$ cat src/rtl/pipe_stage_reg.sv
// pipe_stage_reg: N-lane inter-stage pipeline register with per-lane valids,
// kill with optional younger-lane squash, optional payload clearing on
// bubbles/kills, and hold/bubble status flags.
// Optional statistics counters are compiled in when PIPE_STAT_EN is defined;
// otherwise stat_bubbles/stat_holds are tied to zero and no counter flops exist.
module pipe_stage_reg #(
  parameter int unsigned LANES        = 2,
  parameter int unsigned WIDTH        = 128,
  parameter int unsigned CLEAR_DATA   = 1,
  parameter int unsigned KILL_YOUNGER = 1
) (
  input  logic                     clk,
  input  logic                     rst,
  input  logic                     stall_up,
  input  logic                     stall_down,
  input  logic                     flush,
  input  logic [LANES-1:0]         kill_mask,
  input  logic [LANES-1:0]         in_valid,
  input  logic [LANES*WIDTH-1:0]   in_data,
  output logic [LANES-1:0]         out_valid,
  output logic [LANES*WIDTH-1:0]   out_data,
  output logic                     out_bubble,
  output logic                     out_held,
  output logic [31:0]              stat_bubbles,
  output logic [31:0]              stat_holds
);

  typedef enum logic [1:0] {
    ACT_FLUSH   = 2'd0,
    ACT_HOLD    = 2'd1,
    ACT_BUBBLE  = 2'd2,
    ACT_CAPTURE = 2'd3
  } action_e;

  action_e                   action;
  logic [LANES-1:0]          killed;
  logic [LANES-1:0]          valid_q,  valid_d;
  logic [LANES*WIDTH-1:0]    data_q,   data_d;
  logic                      bubble_q, bubble_d;
  logic                      held_q,   held_d;

  // Edge action by priority: flush, then downstream stall, then upstream stall.
  always_comb begin
    action = ACT_CAPTURE;
    if (flush) begin
      action = ACT_FLUSH;
    end else if (stall_down) begin
      action = ACT_HOLD;
    end else if (stall_up) begin
      action = ACT_BUBBLE;
    end
  end

  // Per-lane kill; with younger squash a kill on lane i covers every lane above it.
  always_comb begin
    logic acc;
    acc    = 1'b0;
    killed = '0;
    for (int unsigned i = 0; i < LANES; i++) begin
      acc = acc | kill_mask[i];
      if (KILL_YOUNGER != 0) begin
        killed[i] = acc;
      end else begin
        killed[i] = kill_mask[i];
      end
    end
  end

  // Next contents of the stage register for the selected action.
  always_comb begin
    valid_d  = valid_q;
    data_d   = data_q;
    bubble_d = bubble_q;
    held_d   = held_q;
    unique case (action)
      ACT_FLUSH: begin
        valid_d  = '0;
        bubble_d = 1'b0;
        held_d   = 1'b0;
        if (CLEAR_DATA != 0) begin
          data_d = '0;
        end
      end
      ACT_HOLD: begin
        held_d = 1'b1;
      end
      ACT_BUBBLE: begin
        valid_d  = '0;
        bubble_d = 1'b1;
        held_d   = 1'b0;
        if (CLEAR_DATA != 0) begin
          data_d = '0;
        end
      end
      default: begin
        bubble_d = 1'b0;
        held_d   = 1'b0;
        for (int unsigned i = 0; i < LANES; i++) begin
          valid_d[i] = in_valid[i] & ~killed[i];
          if (valid_d[i] || (CLEAR_DATA == 0)) begin
            data_d[i*WIDTH +: WIDTH] = in_data[i*WIDTH +: WIDTH];
          end else begin
            data_d[i*WIDTH +: WIDTH] = '0;
          end
        end
      end
    endcase
  end

  // Stage register; reset clears payload unconditionally, unlike flush.
  always_ff @(posedge clk) begin
    if (rst) begin
      valid_q  <= '0;
      data_q   <= '0;
      bubble_q <= 1'b0;
      held_q   <= 1'b0;
    end else begin
      valid_q  <= valid_d;
      data_q   <= data_d;
      bubble_q <= bubble_d;
      held_q   <= held_d;
    end
  end

  assign out_valid  = valid_q;
  assign out_data   = data_q;
  assign out_bubble = bubble_q;
  assign out_held   = held_q;

`ifdef PIPE_STAT_EN
  logic [31:0] stat_bubbles_q, stat_bubbles_d;
  logic [31:0] stat_holds_q,   stat_holds_d;

  // Saturating event counters; flush edges never count because action excludes them.
  always_comb begin
    stat_bubbles_d = stat_bubbles_q;
    stat_holds_d   = stat_holds_q;
    if ((action == ACT_BUBBLE) && (stat_bubbles_q != '1)) begin
      stat_bubbles_d = stat_bubbles_q + 32'd1;
    end
    if ((action == ACT_HOLD) && (stat_holds_q != '1)) begin
      stat_holds_d = stat_holds_q + 32'd1;
    end
  end

  // Counter registers, cleared only by reset.
  always_ff @(posedge clk) begin
    if (rst) begin
      stat_bubbles_q <= '0;
      stat_holds_q   <= '0;
    end else begin
      stat_bubbles_q <= stat_bubbles_d;
      stat_holds_q   <= stat_holds_d;
    end
  end

  assign stat_bubbles = stat_bubbles_q;
  assign stat_holds   = stat_holds_q;
`else
  assign stat_bubbles = '0;
  assign stat_holds   = '0;
`endif

endmodule

$ cat config.mk
export PLATFORM = sky130hd
export DESIGN_NAME = pipe_stage_reg
export DESIGN_NICKNAME = d
export VERILOG_FILES = /design/src/rtl/pipe_stage_reg.sv
export SDC_FILE = /design/constraint.sdc
export NUM_CORES = 1
export LEC_CHECK = 0
export ABC_AREA = 1
export CAP_MARGIN = 20
export CORE_AREA = 2 2 230 232
export DETAILED_ROUTE_END_ITERATION = 10
export DIE_AREA = 0 0 232 234
export PLACE_DENSITY = 0.46
export REMOVE_ABC_BUFFERS = 1
export SLEW_MARGIN = 5
export SYNTH_ARGS = -nofsm -noshare
export SYNTH_HDL_FRONTEND = slang
export SYNTH_SLANG_ARGS = --single-unit
$ cat constraint.sdc
create_clock -name clk -period 1.6 [get_ports clk]
set_input_delay 0.24 -clock clk [delete_from_list [all_inputs] [get_ports clk]]
set_output_delay 0.24 -clock clk [all_outputs]
set_load 0.05 [all_outputs]
# After elaboration in Yosys (flattened, before gate mapping)
# Cells that the tools add are included.
[classes]
n_eq_ne = 2
mux = 9
bitwise = 5
n_reduce_logical = 2
[ops]
columns = ["op", "count"]
rows = [
  ["256-bit one-hot mux with 2 select lines", 1],
  ["128-bit 2-to-1 mux", 2],
  ["2-bit 2-to-1 mux", 2],
  ["2-bit one-hot mux with 2 select lines", 1],
  ["1-bit AND", 2],
  ["2-bit by 1-bit equality test with 1-bit output, second input constant", 1],
  ["2-bit equality test, second input constant", 1],
  ["2-bit zero test", 1],
  ["1-bit 2-to-1 mux", 2],
  ["1-bit inverter", 2],
  ["1-bit one-hot mux with 2 select lines", 1],
  ["2-bit OR reduction", 1],
  ["1-bit bitwise OR", 1],
]
[totals]
register_bits = 260
inputBits = 265
out_inout_bits = 324
word_cells = 22

# Logic depth before layout (Yosys ltp)
# Gate-level depths: netlist (run 1).
[logic_depth]
word_depth = 6
depth_mapped = 8
ltp_nobuf = 5

# Worst setup path before layout (run 1)
# Ideal clock, no wire load.
[synth_path]
path_type = "input-to-reg"
start = "in stall_down"
end = "reg data_q[10] (netlist: out_data[10])"
setup_ns = 0.114
t_arrival_ns = 1.034
required_ns = 1.486
path_slack_ns = 0.452
stages = 8
path_buffers = 3
path_cell_list = "inv_2 > nand2_1 > and2_1 > buf_2 > buf_4 > buf_4 > nand3_1 > nand2_1"
[synth_between]
elab_chain_len = 5
elab_cells_between_ends = 7
classes_between = "eq/ne (2); mux (3); reduce/logical (2)"
[synth_lines]
columns = ["item", "line_no", "text"]
rows = [
  ["from (decl)", "15", "input logic stall_down,"],
  ["2-bit 2-to-1 mux *", "47", "end else if (stall_down) begin"],
  ["2-bit 2-to-1 mux *", "45", "if (flush) begin"],
  ["2-bit equality test / 2-bit zero test (equally long branches)", "75", "unique case (action)"],
  ["2-bit OR reduction (no line)", "--", ""],
  ["256-bit one-hot mux with 2 select lines", "75", ""],
  ["to (signal assigned)", "119", "data_q <= data_d;"],
  ["to (decl)", "38", "logic [LANES*WIDTH-1:0] data_q, data_d;"],
]
# Every way passes the cells marked *; elsewhere a longest branch is shown, timed or not.
# A chain may end at the register's enable or synchronous reset.

# Worst setup path after layout (run 1)
[layout_path]
start = "reg data_q[109] (netlist: out_data[109])"
end = "out out_data[109]"
[layout_rtl]
columns = ["item", "line_no", "text"]
rows = [
  ["to (decl)", "21", "output logic [LANES*WIDTH-1:0] out_data,"],
]
# No word-level cell between the ends.

==> summary.txt, run 1 <==
Status
  • Status: complete, no violations

Final layout
  • Final core occ: 0.310
  • Net count, final: 2020
  • Ratio of cells with drive above 1 in the final layout: 0.224
  • Antenna cells: 0
  • Area growth syn-to-layout: 69.3%
  • Fin area: 0.0161 mm²

Clock network
  • TritonCTS sink count: 260
  • CTS H-tree depth: 1
  • Skew-Pair Late Insertion Delay: 0.56 ns
  • Hold buffers post-CTS: 0
  • CTS Root Cell: clkbuf_16
  • Post-CTS resize count: 0
  • Reg clk slew, reported paths: 0.06 ns
  • Setup Buffers After CTS: 0
  • Num CTS Buffers: 31
  • CTS tree: done
  • Clock Path Buffers: 3

Global routing
  • Largest net degree at the start of global routing: 38
  • Initial antenna violation count: 1
  • Vias in the first global route: 9219
  • GRT Util Overall: 0.123
  • Global-route wire length before repair: 52800 µm
  • GRT overflow: 0

Power and ir drop
  • Leak: 7.89 nW
  • PD cells: 958 mW/mm²
  • Peak ir drop on the vdd network: 0.539 mV

Worst setup path
  • R2R Setup Slk: 0.99 ns
  • Worst EP arrival: 1.15 ns
  • Critical-path top delay cell: dfxtp_1
  • CP Data Required Time: 1.36 ns
  • Crit path depth: 1
  • FF-to-FF Start: out_bubble$_SDFFE_PP0N_
  • Startpoint types: register
  • CP Launch Point: out_data[109]$_SDFFE_PP0N_
  • Crit-path leading delay family: flip-flops
  • Worst R2R End: out_bubble$_SDFFE_PP0N_
  • Worst Reg-to-Reg Cells: 2
  • Crit end category: output pin
  • Worst path bufs/invs: 1
  • Critical path class: reg -> out
  • Maximum fanout along the worst path: 2
  • CP Cell Sequence: buf_4
  • Critical Path Max Stage Delay: 0.36 ns

Die
  • Die Y-Extent: 234 µm
  • Starting Density: 0.183
  • Core Box Area: 0.0520 mm²
  • Chip width: 232 µm
  • DIE AREA: 0.0543 mm²
  • I/O pins: 589
  • Row Count: 84

Placed design
  • Gpl congestion: 0.776
  • HPWL after DPL: 27700 µm
  • Port Buffers: 524
  • Post-DP Area: 0.0151 mm²

Drt
  • Remaining antenna violation count: 0
  • Routed vias: 9525
  • WL final: 36000 µm
  • DRT Pass-1 Iters: 4
  • Vias per inst: 3.86
  • Routed WL per cell: 14.6 µm
  • Initial DRC Count: 324
  • DRC: 0

STA
  • Final setup violation count: 0
  • Final Max Slew Viols: 0
  • Period minus WS final: 1.39 ns
  • RSZ-0062 raised after global routing: no
  • Skew final: 0 ns
  • Final period util: 0.868
  • Fmax: 0.720 GHz
  • Final Hold Viols: 0

Yosys
  • FF+latch count, synth: 260
  • Syn avg cell area: 7.95 µm²
  • Post-Synthesis Cells: 1199
  • Largest area contributor in the netlist: dfxtp_1
  • Synth top area cells: dfxtp_1 (55%), nand2_1 (21%), nand3_1 (14%)
  • Synth warn: 0
  • Post-Syn Area: 0.00953 mm²
  • Synth unique cells: 17
  • Register area share after synthesis: 0.546
  • Share of the synthesized area in the top cell type: 0.546

Min path
  • Hold Crit Class: in -> reg
  • Hold path depth: 3
  • Hold Path End: out_data[31]$_SDFFE_PP0N_
  • HP Start: in_data[31]

Job
  • MaxCap Viol Count: 0
-- stage by stage --
step / std cells / power, W / worst slack [ns] / setup TNS, ns / hold WS [ns]
after floorplan: 1113 / 0.00758 / -3.36 / -867.78 / 0.371
after global placement: 2410 / 0.00872 / -0.182 / -29.01 / 0.438
after detailed placement: 2410 / 0.00872 / -0.190 / -32.79 / 0.440
after CTS: 2466 / 0.0157 / 0.131 / 0 / 0.194
after global routing: 2466 / 0.0161 / 0.148 / 0 / 0.218
final: 2466 / 0.0155 / 0.211 / 0 / 0.235
-- power breakdown --
| group | switching, W | leakage, nW | internal [W] | total (W) |
|---|---|---|---|---|
| registers | 0.0000417 | 2.10 | 0.00655 | 0.00659 |
| clock network | 0.00277 | 0.502 | 0.00412 | 0.00689 |
| logic | 0.00109 | 5.29 | 0.000883 | 0.00198 |
-- routing by layer --
metal	global-route usage	routed length, µm
met1	0.136	14000
met3	0.0520	4160
met2	0.216	17100
met5	0	0
met4	0.0349	725
-- Yosys cell counts, drive strengths merged --
cell    count
nand2     521
dfxtp     260
nand3     257
buf       145
nor2        5
clkbuf      4
inv         3
a21oi       1
and2        1
conb        1
or2         1
-- registers in the layout (all words and copies together) (netlist names) --
register    flops
out_held        1
out_bubble      1
out_valid       2
out_data      256
-- kinds of logic after synthesis --
logic type	Yosys count	share of synthesized area
simple gates	785	0.344
buf+inv	152	0.108
flops	260	0.546
compound gates	1	0.000525
other cells	1	0.000394
-- how the worst max path moves through the flow --
stage	slack (ns)	end
floorplan	-3.36	out_data[128]$_SDFFE_PP0N_
global placement	-0.18	out_data[4]$_SDFFE_PP0N_
detailed placement	-0.19	out_data[235]$_SDFFE_PP0N_
CTS	0.13	out_valid[1]
global route	0.15	out_valid[1]
finish	0.21	out_data[109]
-- cell usage in the layout, fill, tap and decap left out --
| cell | netlist | routed |
|---|---|---|
| clkbuf_16 | 0 | 31 |
| nor2_1 | 4 | 2 |
| clkbuf_8 | 0 | 9 |
| inv_2 | 1 | 1 |
| nand2_1 | 521 | 521 |
| dfxtp_1 | 260 | 260 |
| a21oi_1 | 1 | 1 |
| bufinv_16 | 0 | 1 |
| buf_12 | 0 | 22 |
| inv_1 | 2 | 2 |
| and2_4 | 0 | 1 |
| clkinv_2 | 0 | 6 |
| inv_6 | 0 | 2 |
| nor2_4 | 1 | 3 |
| clkdlybuf4s50_1 | 0 | 264 |
| clkbuf_1 | 3 | 7 |
| conb_1 | 1 | 64 |
| buf_4 | 105 | 323 |
| nand3_1 | 257 | 257 |
| or2_1 | 1 | 1 |
-- final cells by class --
cell class,instances,area (µm²)
fill,5512,35900
timing repair buffer,609,5510
sequential,260,5200
multi-input combinational,850,3540
clock buffer,47,926
tap,688,861
clock inverter,9,77.6
inverter,3,11.3
(Power assumes the default switching activity.)
==> run 2: changes to the inputs <==
Clock period 1.6 ns to 1.7 ns, I/O delays scaled along.
==> run 2 against run 1 <==
Total power is 5.0% lower. Final cell count is 0.36% lower. Die area stayed put. Cell area is 0.18% lower. Combinational power is 7% lower. Clock power is 3.9% lower. Clock-buffer cell count is 4 higher. Critical path depth stayed put. Setup slack better by 0.065 ns. Highest routed layer unchanged. Flip-flop and latch count stayed put. Largest power group unchanged.
==> summary.txt, run 2 (synthesized netlist as in run 1, its figures left out) <==
Status
  • Status: complete, no violations

Final layout
  • Most common cell after layout, fill and taps aside: nand2_1
  • Most frequent cells in the layout: nand2_1 (521), buf_4 (313), clkdlybuf4s50_1 (264), dfxtp_1 (260), nand3_1 (257)
  • Area occupied by multi-input gates: 0.00354 mm² (unchanged)
  • Final core occ: 0.310 (-0.000553)
  • # fillers: 5555 (+0.78%)
  • Largest register FFs: 256 (unchanged)
  • Ratio of cells with drive above 1 in the final layout: 0.219 (-0.00508)
  • Antenna cells: 0 (unchanged)
  • Register area: 0.00520 mm² (unchanged)
  • Area growth syn-to-layout: 69.0%
  • Net count, final: 2012 (-0.40%)
  • Fin area: 0.0161 mm² (-0.18%)

Worst setup path
  • CP Cell Sequence: buf_4
  • Startpoint types: register
  • Crit end category: output pin
  • Critical Path Max Stage Delay: 0.37 ns (about the same)
  • Crit path depth: 1 (unchanged)
  • Maximum fanout along the worst path: 2 (unchanged)
  • CP Data Required Time: 1.44 ns (+0.08 ns)
  • Crit-path leading delay family: flip-flops
  • Critical-path top delay cell: dfxtp_1
  • Worst EP arrival: 1.17 ns (+0.02 ns)
  • Critical path class: reg -> out
  • Worst path bufs/invs: 1 (unchanged)
  • Worst Reg-to-Reg Cells: 2 (unchanged)

Die
  • Chip width: 232 µm (unchanged)
  • DIE AREA: 0.0543 mm² (unchanged)
  • Core Box Area: 0.0520 mm² (unchanged)
  • Starting Density: 0.183 (unchanged)
  • Die Y-Extent: 234 µm (unchanged)
  • I/O pins: 589 (unchanged)
  • Row Count: 84 (unchanged)

Drt
  • DRC: 0 (unchanged)
  • Routed WL per cell: 14.8 µm (+1.1%)
  • Remaining antenna violation count: 0 (unchanged)
  • Vias per inst: 3.84 (-0.62%)
  • WL final: 36300 µm (+0.76%)
  • Initial DRC Count: 347 (+7.1%)
  • DRT Pass-1 Iters: 5 (+1)
  • Routed vias: 9431 (-0.99%)

Global routing
  • Vias in the first global route: 9116 (-1.1%)
  • Largest net degree at the start of global routing: 39 (+2.6%)
  • GRT overflow: 0 (unchanged)
  • Initial antenna violation count: 0 (-1)
  • GRT Util Overall: 0.124 (+0.00104)
  • Global-route wire length before repair: 53000 µm (+0.46%)

STA
  • Fmax: 0.703 GHz
  • Final period util: 0.837
  • Period minus WS final: 1.42 ns
  • RSZ-0062 raised after global routing: no
  • Final setup violation count: 0 (unchanged)
  • Hold Slack: 0.228 ns (-0.00708 ns)
  • Final Max Slew Viols: 0 (unchanged)
  • Setup TNS: 0 ns (unchanged)
  • Skew final: 0 ns (unchanged)
  • Final Hold Viols: 0 (unchanged)

Clock network
  • Num CTS Buffers: 31 (unchanged)
  • CTS H-tree depth: 1 (unchanged)
  • TritonCTS sink count: 260 (unchanged)
  • Setup Buffers After CTS: 0 (unchanged)
  • CTS Root Cell: clkbuf_16
  • Skew-Pair Late Insertion Delay: 0.58 ns (+0.02 ns)
  • Hold buffers post-CTS: 0 (unchanged)
  • Reg clk slew, reported paths: 0.06 ns (about the same)
  • CTS tree: done
  • Post-CTS resize count: 0 (unchanged)
  • Clock Path Buffers: 3 (unchanged)

Power and ir drop
  • PD cells: 912 mW/mm² (-4.9%)
  • Power consumption: 0.0147 W (-5.0%)
  • Leak: 7.86 nW (-0.48%)
  • Peak ir drop on the vdd network: 0.669 mV (+24%)

Min path
  • Hold Crit Class: in -> reg
  • Hold path depth: 3 (unchanged)

Placed design
  • Port Buffers: 524 (unchanged)
  • Gpl congestion: 0.771 (-0.57%)
  • HPWL after DPL: 27500 µm (-0.56%)
  • Post-DP Area: 0.0151 mm² (-0.23%)

Job
  • MaxCap Viol Count: 0 (unchanged)
[run 2: changes by cell type in the layout (fill, tap and decap cells not counted), sizes merged]
cell	delta
clkinv	-4
buf	-8
clkbuf	+4
inv	-1
[run 2: per-layer routing]
metal / routed length [µm] / track usage
met5: 0 / 0
met4: 800 / 0.0369
met3: 4450 / 0.0591
met2: 16800 / 0.210
met1: 14300 / 0.139
[run 2: final timing paths]
| kind | from | to | slack (ns) |
|---|---|---|---|
| max | out_data[46]$_SDFFE_PP0N_ | out_data[46] | 0.28 |
| min reg2reg | out_data[227]$_SDFFE_PP0N_ | out_data[227]$_SDFFE_PP0N_ | 0.45 |
| min | in_data[73] | out_data[73]$_SDFFE_PP0N_ | 0.23 |
| max reg2reg | out_bubble$_SDFFE_PP0N_ | out_bubble$_SDFFE_PP0N_ | 1.08 |
[run 2: stage by stage]
| stage | setup slack [ns] | std cells |
|---|---|---|
| after CTS | 0.219 | 2457 |
| after global routing | 0.211 | 2457 |
| final | 0.277 | 2457 |
| after floorplan | -3.27 | 1113 |
| after detailed placement | -0.136 | 2402 |
| after global placement | -0.134 | 2402 |
[run 2: area by class of cell]
class | count | share of cell area
Timing Repair Buffer | 601 | 0.340
Sequential cell | 260 | 0.323
Multi-Input combinational cell | 850 | 0.220
Clock buffer | 51 | 0.0597
Tap cell | 688 | 0.0535
Clock inverter | 4 | 0.00303
Inverter | 3 | 0.000699
[run 2: power by group]
group          total, W  switching, W  leakage (nW)  internal [W]
Clock           0.00662       0.00267         0.498       0.00396
Sequential      0.00621     0.0000389          2.10       0.00617
Combinational   0.00185       0.00103          5.26      0.000826
==> run 3: changes to the inputs <==
Settings changed: CORE_AREA 2 2 230 232 to 2 2 228 230, DIE_AREA 0 0 232 234 to 0 0 230 232, PLACE_DENSITY 0.46 to 0.48.
Clock period 1.7 ns to 1.3 ns, I/O delays scaled along.
==> run 3 against run 2 <==
Critical path depth is the same. Final cell count shrank 0.16%. Clock power grew 27%. Sequential power grew 31%. Cell area grew 22%. Die area shrank 1.7%.
==> summary.txt, run 3 (synthesized netlist as in run 1, its figures left out) <==
Status
  • Status: complete, no violations

Worst setup path
  • Critical Path Max Stage Delay: 0.37 ns (about the same)
  • CP Cell Sequence: buf_12
  • Worst EP arrival: 1.07 ns (-0.10 ns)
  • Crit path depth: 1 (unchanged)
  • Crit-path leading delay family: flip-flops
  • Critical path class: reg -> out
  • Maximum fanout along the worst path: 2 (unchanged)
  • Startpoint types: register
  • Worst Reg-to-Reg Cells: 3 (+1)
  • Worst path bufs/invs: 1 (unchanged)
  • CP Data Required Time: 1.11 ns (-0.33 ns)
  • Crit end category: output pin
  • Critical-path top delay cell: dfxtp_4

Placed design
  • Pre-CTS setup slack: -0.447 ns (-0.311 ns)
  • Port Buffers: 524 (unchanged)
  • Post-DP Area: 0.0183 mm² (+21%)
  • HPWL after DPL: 28900 µm (+5.0%)
  • Gpl congestion: 0.792 (+2.6%)

Final layout
  • Antenna cells: 0 (unchanged)
  • Net count, final: 2016 (+0.20%)
  • Area growth syn-to-layout: 107%
  • Ratio of cells with drive above 1 in the final layout: 0.369 (+0.150)
  • Largest register FFs: 256 (unchanged)
  • Final core occ: 0.387 (+0.0771)
  • Most frequent cells in the layout: nand2_1 (521), buf_12 (281), clkdlybuf4s50_1 (264), nand3_1 (257), dfxtp_2 (249)
  • Fin area: 0.0197 mm² (+22%)
  • Most common cell after layout, fill and taps aside: nand2_1

Drt
  • Routed WL per cell: 15.2 µm (+2.9%)
  • DRT Pass-1 Iters: 6 (+1)
  • WL final: 37300 µm (+2.7%)
  • DRC: 0 (unchanged)
  • Routed vias: 9679 (+2.6%)
  • Vias per inst: 3.95 (+2.8%)
  • Initial DRC Count: 488 (+41%)
  • Remaining antenna violation count: 0 (unchanged)

Die
  • Chip width: 230 µm (-0.86%)
  • Row Count: 83 (-1.2%)
  • Die Y-Extent: 232 µm (-0.85%)
  • Core Box Area: 0.0509 mm² (-2.2%)
  • Starting Density: 0.187 (+0.00410)
  • I/O pins: 589 (unchanged)
  • DIE AREA: 0.0534 mm² (-1.7%)

Clock network
  • CTS tree: done
  • Reg clk slew, reported paths: 0.06 ns (about the same)
  • Clock Path Buffers: 3 (unchanged)
  • Skew-Pair Late Insertion Delay: 0.56 ns (-0.02 ns)
  • CTS H-tree depth: 1 (unchanged)
  • Num CTS Buffers: 31 (unchanged)
  • TritonCTS sink count: 260 (unchanged)
  • CTS Root Cell: clkbuf_16

STA
  • Fmax: 0.790 GHz
  • RSZ-0062 raised after global routing: yes
  • Worst setup margin: 0.0335 ns (-0.243 ns)
  • Setup TNS: 0 ns (unchanged)
  • Final Max Slew Viols: 0 (unchanged)
  • Skew final: 0 ns (unchanged)
  • Final setup violation count: 0 (unchanged)
  • Period minus WS final: 1.27 ns
  • Final Hold Viols: 0 (unchanged)
  • Final period util: 0.974

Global routing
  • Largest net degree at the start of global routing: 36 (-7.7%)
  • GRT Util Overall: 0.134 (+0.00969)
  • Global-route wire length before repair: 56900 µm (+7.2%)
  • GRT overflow: 0 (unchanged)
  • Initial antenna violation count: 1 (+1)
  • Vias in the first global route: 9759 (+7.1%)

Power and ir drop
  • Leak: 8.71 nW (+11%)
  • Internal power: 0.0144 W (+31%)
  • Comb pwr share: 0.138 (+0.012)
  • NetSw: 0.00486 W (+30%)
  • Peak ir drop on the vdd network: 0.806 mV (+20%)
  • PD cells: 977 mW/mm² (+7.1%)
  • Reg power frac: 0.424 (about the same)
  • Clock Power Share: 0.438 (-0.013)
  • Switching Fraction: 0.253 (-0.00173)

Min path
  • Hold path depth: 3 (unchanged)
  • Hold Crit Class: in -> reg

Job
  • MaxCap Viol Count: 0 (unchanged)
-- run 3: cell count changes in the layout (fill, tap and decap cells not counted) --
cell / change
buf_4: -253
clkinv_2: +4
dfxtp_2: +249
bufinv_16: -1
clkbuf_1: -3
inv_6: -1
clkbuf_8: +1
dfxtp_1: -260
buf_12: +257
dfxtp_4: +11
-- run 3: layout make-up --
| type | instances | area [µm²] |
|---|---|---|
| tap | 680 | 851 |
| timing repair buffer | 605 | 8720 |
| multi-input combinational | 850 | 3540 |
| clock buffer | 49 | 963 |
| sequential | 260 | 5560 |
| fill | 5012 | 31200 |
| clock inverter | 6 | 30.0 |
| inverter | 3 | 11.3 |
-- run 3: stage by stage --
step / hold WS (ns) / total power (W) / instances
2_1_floorplan: 0.326 / 0.00933 / 1113
3_3_place_gp: 0.475 / 0.0110 / 2393
3_5_place_dp: 0.476 / 0.0110 / 2393
4_1_cts: 0.141 / 0.0196 / 2449
5_1_grt: 0.157 / 0.0200 / 2453
6_report: 0.175 / 0.0192 / 2453
-- run 3: routing by layer --
layer,part of all wire,global-route usage,vias up
met5,0.00030,0,-
met4,0.018,0.0282,2
met3,0.12,0.0614,45
met2,0.45,0.218,410
met1,0.41,0.162,4423
li1,-,-,4799
-- run 3: final timing paths --
| check | from | endpoint | slack [ns] |
|---|---|---|---|
| max | out_data[65]$_SDFFE_PP0N_ | out_data[65] | 0.03 |
| min | in_data[19] | out_data[19]$_SDFFE_PP0N_ | 0.18 |
| max reg2reg | out_data[161]$_SDFFE_PP0N_ | out_data[161]$_SDFFE_PP0N_ | 0.62 |
| min reg2reg | out_data[77]$_SDFFE_PP0N_ | out_data[77]$_SDFFE_PP0N_ | 0.47 |
-- run 3: tightest hold or removal path, stage by stage --
cell             delay (ns)
clkdlybuf4s50_1        0.39
nand3_1                0.08
nand2_1                0.04
-- run 3: power groups by stage --
stage | clock (W) | combinational (W) | sequential, W
5_1_grt | 0.00909 | 0.00279 | 0.00816
4_1_cts | 0.00876 | 0.00267 | 0.00817
2_1_floorplan | 0 | 0.000720 | 0.00861
3_5_place_dp | 0 | 0.00265 | 0.00834
3_3_place_gp | 0 | 0.00265 | 0.00834
6_report | 0.00842 | 0.00265 | 0.00816
-- run 3: repair_timing --
item                                    4_1_cts  5_1_grt
pin swaps                                     0        0
resized for setup                           263        8
endpoints found under the setup margin      260       76
hold buffers                                  0        0
buffers inserted                              1        4
